--- src/rtl/retire_stage_pkg.sv ---
// Shared retire-stage types: ROB packet, scalar-count width, retirement FSM states.
`ifndef N
`define N 3
`endif
`ifndef PHYS_REG_SZ
`define PHYS_REG_SZ 64
`endif

package retire_stage_pkg;
  localparam int NUM_LANES       = `N;
  localparam int ARCH_REG_SZ     = 32;
  localparam int ARCH_REG_IDX_SZ = $clog2(ARCH_REG_SZ);
  localparam int PHYS_REG_SZ     = `PHYS_REG_SZ;
  localparam int PHYS_REG_IDX_SZ = $clog2(PHYS_REG_SZ);
  localparam int NUM_SCALAR_BITS = $clog2(NUM_LANES + 1);

  typedef struct packed {
    logic                       complete;
    logic                       halt;
    logic                       has_dest;
    logic [ARCH_REG_IDX_SZ-1:0] dest_reg_idx;
    logic [PHYS_REG_IDX_SZ-1:0] T_new;
    logic [PHYS_REG_IDX_SZ-1:0] T_old;
  } ROB_PACKET;

  typedef enum logic {
    RETIRE_RUNNING = 1'b0,
    RETIRE_HALTED  = 1'b1
  } RETIRE_STATE;
endpackage

--- src/rtl/retire_stage_select.sv ---
// In-order complete-prefix finder over the oldest ROB lanes; a retiring halt closes the prefix.
module retire_select
  import retire_stage_pkg::*;
(
  input  logic                             reset,
  input  logic                             halted,
  input  ROB_PACKET [NUM_LANES-1:0]        rob_outputs,
  input  logic      [NUM_SCALAR_BITS-1:0]  rob_outputs_valid,
  output logic      [NUM_LANES-1:0]        eligible,
  output logic      [NUM_SCALAR_BITS-1:0]  num_retiring
);
  logic chain_ok;

  always_comb begin
    eligible     = '0;
    num_retiring = '0;
    chain_ok     = !reset && !halted;
    for (int i = 0; i < NUM_LANES; i++) begin
      eligible[i]  = chain_ok && (NUM_SCALAR_BITS'(i) < rob_outputs_valid) &&
                     rob_outputs[i].complete;
      // a halt is the last instruction to leave in its bundle
      chain_ok     = eligible[i] && !rob_outputs[i].halt;
      num_retiring = num_retiring + NUM_SCALAR_BITS'(eligible[i]);
    end
  end
endmodule

--- src/rtl/retire_stage.sv ---
// Retire stage: frees T_old tags, owns the retirement map, halts after a halt retires.
// Optional RETIRE_COUNT_EN adds a 64-bit retired-instruction counter.
module retire_stage
  import retire_stage_pkg::*;
(
  input  logic                                          clock,
  input  logic                                          reset,
  input  ROB_PACKET [NUM_LANES-1:0]                     rob_outputs,
  input  logic      [NUM_SCALAR_BITS-1:0]               rob_outputs_valid,
  output logic      [NUM_SCALAR_BITS-1:0]               num_retiring,
  output logic      [NUM_LANES-1:0]                     free_valid,
  output logic      [NUM_LANES-1:0][PHYS_REG_IDX_SZ-1:0] free_tags,
  output logic      [ARCH_REG_SZ-1:0][PHYS_REG_IDX_SZ-1:0] arch_map,
`ifdef RETIRE_COUNT_EN
  output logic      [63:0]                              retired_count,
`endif
  output logic                                          halted
);
  RETIRE_STATE state_q, state_d;
  logic [ARCH_REG_SZ-1:0][PHYS_REG_IDX_SZ-1:0] arch_map_q, arch_map_d;
  logic [NUM_LANES-1:0] eligible;

  retire_select u_select (
    .reset             (reset),
    .halted            (state_q == RETIRE_HALTED),
    .rob_outputs       (rob_outputs),
    .rob_outputs_valid (rob_outputs_valid),
    .eligible          (eligible),
    .num_retiring      (num_retiring)
  );

  always_comb begin
    free_valid = '0;
    free_tags  = '0;
    arch_map_d = arch_map_q;
    state_d    = state_q;
    // ascending lane order lets the youngest same-register write win
    for (int i = 0; i < NUM_LANES; i++) begin
      free_tags[i]  = rob_outputs[i].T_old;
      free_valid[i] = eligible[i] && rob_outputs[i].has_dest &&
                      (rob_outputs[i].dest_reg_idx != '0);
      if (free_valid[i])
        arch_map_d[rob_outputs[i].dest_reg_idx] = rob_outputs[i].T_new;
      if (eligible[i] && rob_outputs[i].halt)
        state_d = RETIRE_HALTED;
    end
  end

  always_ff @(posedge clock) begin
    if (reset) begin
      state_q <= RETIRE_RUNNING;
      for (int i = 0; i < ARCH_REG_SZ; i++)
        arch_map_q[i] <= PHYS_REG_IDX_SZ'(i);
    end else begin
      state_q    <= state_d;
      arch_map_q <= arch_map_d;
    end
  end

  assign arch_map = arch_map_q;
  assign halted   = (state_q == RETIRE_HALTED);

`ifdef RETIRE_COUNT_EN
  logic [63:0] retired_count_q, retired_count_d;

  always_comb retired_count_d = retired_count_q + 64'(num_retiring);

  always_ff @(posedge clock) begin
    if (reset) retired_count_q <= '0;
    else       retired_count_q <= retired_count_d;
  end

  assign retired_count = retired_count_q;
`endif
endmodule

--- config.mk ---
export PLATFORM = sky130hd
export DESIGN_NAME = retire_stage
export DESIGN_NICKNAME = d
export VERILOG_FILES = /design/src/rtl/retire_stage_pkg.sv /design/src/rtl/retire_stage_select.sv /design/src/rtl/retire_stage.sv
export SDC_FILE = /design/constraint.sdc
export NUM_CORES = 1
export LEC_CHECK = 0
export BUFFER_PORTS_ARGS = -buffer_cell sky130_fd_sc_hd__buf_2
export CELL_PAD_IN_SITES_DETAIL_PLACEMENT = 1
export CELL_PAD_IN_SITES_GLOBAL_PLACEMENT = 1
export CORE_MARGIN = 4
export CORE_UTILIZATION = 37
export CTS_CLUSTER_SIZE = 16
export DETAILED_ROUTE_END_ITERATION = 10
export HOLD_SLACK_MARGIN = 0.02
export MAX_ROUTING_LAYER = met4
export PLACE_DENSITY = 0.88
export SLEW_MARGIN = 0
export SYNTH_ARGS = -nofsm -noshare
export SYNTH_HDL_FRONTEND = slang
export SYNTH_SLANG_ARGS = --single-unit
--- constraint.sdc ---
create_clock -name clock -period 2.35 [get_ports clock]
set_clock_uncertainty 0.1 [all_clocks]
set_input_delay 0 -clock clock [delete_from_list [all_inputs] [get_ports clock]]
set_output_delay 0 -clock clock [all_outputs]
set_load 0.05 [all_outputs]
==> flow_summary.ini <==
[final_layout]
final_cell_area_um2 = 16400
final_common_cell = buf_2
layout_common_cells = buf_2 (240), buf_4 (194), dfxtp_1 (192), nand2_1 (132), a21oi_1 (123)
area_growth_pct = 29.3
final_layout_size_suffix_gt1_share_pct = 33.9
nNetsFinal = 1920
finalNonFillerCells = 2320

[timing]
period_minus_slack_ns = 2.35
timing.final.crit_share_pct = 100
setup-tns-final_ns = -0.00464
timing_max_transition_violations_final = 0
worst_slack_ns = -0.00464
finalSetupViolations = 1
final-hold-violation-count = 0
max_slew_margin_pct = 30.9
fmax_mhz = 425
rsz0062_at_grt = yes
tightest_slew_ns = 1.04
holdWs_ns = 0.0679

[route]
wl_per_cell_um = 30.5
drc_errors = 0
drt_wl_total_mm = 70.8
first_iter_violations = 1831
dr_total_vias = 15700
first_pass_iters = 5
ant_nets = 0
via_per_inst = 6.77

[min_path]
holdPathStages = 3
min_from = reset
min_path_type = input port to flip-flop
holdPathEnd = arch_map[73]

[power]
leakage_uw = 0.00627
vdd_drop_max_uv = 563
power_per_cell_area_nw_per_um2 = 454
fin_total_pwr_uw = 7460

[clock_network]
clk_pin_slew_ns = 0.08
cts_root_buf = clkbuf_16
cts_max_level = 4
cts_max_path_buffers = 2
cts_tree = yes
clock_sinks = 193
numCtsBuffers = 17
clk_latency_ns = 0.46

[global_routing]
grt_pass1_wl_mm = 103
grt_overflow = 0
antenna_found_initial = 4
grt_pass1_vias = 15900
grt_max_degree = 77
grt_use_total_pct = 36.5

[synth]
ys_seq_elements = 193
yosysTopAreaCellShare_pct = 30.4
async_flop_share_pct = 0
synth_nets = 1600
synth-edff-count = 0
synth.area.top_cells = dfxtp_1 (30%), mux2_2 (6.0%), a21oi_1 (4.9%), mux2i_1 (4.4%), nand2_1 (3.9%)
synthCells = 1535
synth.distinct_cells = 73
synth_warnings = 0
seq_area_frac_synth_pct = 30.4
syn-mean-instance-area_um2 = 8.28
synth-main-ff-cell = dfxtp_1
netlist_area_um2 = 12700
yosysTopAreaCell = dfxtp_1

[place]
placedCellCount = 2244
port_buffers = 243
gp_congestion = 1.03
placed_area_um2 = 15200
place_hpwl_mm = 50.5

[setup_path]
slowest_delay_ns = 0.55
worstPathRequired_ns = 2.57
crit_chain = or4b_4 -> buf_12 -> nor4_4 -> buf_4 -> mux2_2 -> o221ai_2 -> a21oi_2
critical_path.max_fanout = 7
worst_setup_path_start_kind = flip-flop
cp-end-kind = flip-flop
reg2reg_depth = 7
critPathKind = flip-flop to flip-flop
crit_slowest_cell = or4b_4
timing.rr.start = halted
r2r_setup_slack_ns = -0.005
arrival_ns = 2.58
r2r-end = arch_map[145]

[die]
core-area_um2 = 33700
die_h_um = 193
die_w_um = 193
start_util_pct = 37.7
row_count = 67
pin_count = 280
die_area_um2 = 37400

[run_status]
status = finished, violations left
violations = setup timing

[run]
cap_viol_max_count = 0
-- power breakdown --
| group | internal (µW) | switching (µW) | total (µW) | leakage [µW] |
|---|---|---|---|---|
| combinational | 288 | 861 | 1150 | 0.00444 |
| clock | 1530 | 1490 | 3020 | 0.000268 |
| sequential | 3280 | 7.16 | 3280 | 0.00156 |
-- cells in the mapped netlist (17+ instances only) --
library cell  number
a21oi_1          124
o221ai_1          39
clkbuf_1         110
a211oi_1          42
o21ai_0           66
nor2_1            85
mux2_2            68
a221oi_1          32
nand4_1           38
mux2_1            19
buf_2             34
and2_1            20
dfxtp_1          193
mux2i_1           56
buf_4             23
nor3_1            55
nand2_1          133
nor2b_1           17
a211o_1           55
nor4_1            27
nand3_1           42
-- final cells by class --
type                    instances  area [µm²]
repair buffers                474        3130
flip-flops and latches        193        3860
clock buffers                  22         464
inverters                       8        30.0
clock inverters                10         104
multi-input cells            1161        8280
fillers                      4077       17300
diodes                          4        10.0
well taps                     448         561
-- layer usage --
metal | part of all wire (%) | wire [µm] | up-vias | track usage [%]
met5 | 0 | 0 | - | -
met4 | 6.2 | 4360 | 0 | 19.2
met3 | 10 | 7090 | 327 | 7.97
met2 | 45 | 31900 | 1119 | 55.9
met1 | 39 | 27500 | 7727 | 45.3
li1 | - | - | 6533 | -
-- worst max-delay path, delay by kind of cell (launching register included) --
| kind | cells | cell delay, ns |
|---|---|---|
| AND/OR/NAND/NOR | 2 | 0.74 |
| AO/OA/AOI/OAI | 2 | 0.29 |
| flip-flops | 1 | 0.36 |
| buffers and inverters | 2 | 0.37 |
| multiplexers | 1 | 0.35 |
-- stage by stage --
step | utilization [%] | setup slack, ns
3_5_place_dp | 45.2 | -0.0656
5_1_grt | 48.8 | -0.0658
6_report | 48.8 | -0.00464
2_1_floorplan | - | 0.0156
4_1_cts | 48.1 | -0.00854
3_3_place_gp | 45.2 | 0.0349
-- worst max-delay path by stage --
stage                 from  cells past startpoint  slack [ns]               to
detailed placement  halted                      7       -0.07    arch_map[145]
global route        halted                      7       -0.07     arch_map[24]
global placement    halted                      7        0.03     arch_map[28]
floorplan           halted                      6        0.02     arch_map[28]
finish              halted                      7      -0.005    arch_map[145]
CTS                 halted                      7      -0.009  num_retiring[0]
-- state kept, by name (all words and copies together), names as in the netlist --
| register | flops |
|---|---|
| halted | 1 |
| arch_map | 192 |
-- logic make-up after synthesis --
| group | count (synthesis) | share of synthesized area [%] |
|---|---|---|
| AOI/OAI and AO/OA | 459 | 25.1 |
| adders and majority gates | 1 | 0.158 |
| muxes | 143 | 12.1 |
| DFF | 193 | 30.4 |
| and+or+nand+nor | 558 | 25.8 |
| buffers and inverters | 181 | 6.36 |
-- what timing repair did --
item,4_1_cts,5_1_grt
resized for setup,20,31
pin swaps,7,6
endpoints found under the hold margin,62,0
gates cloned,0,0
setup endpoints to repair,59,81
hold buffers,26,0
setup buffers,5,9
Note: power is estimated with default switching activity, not from simulation.
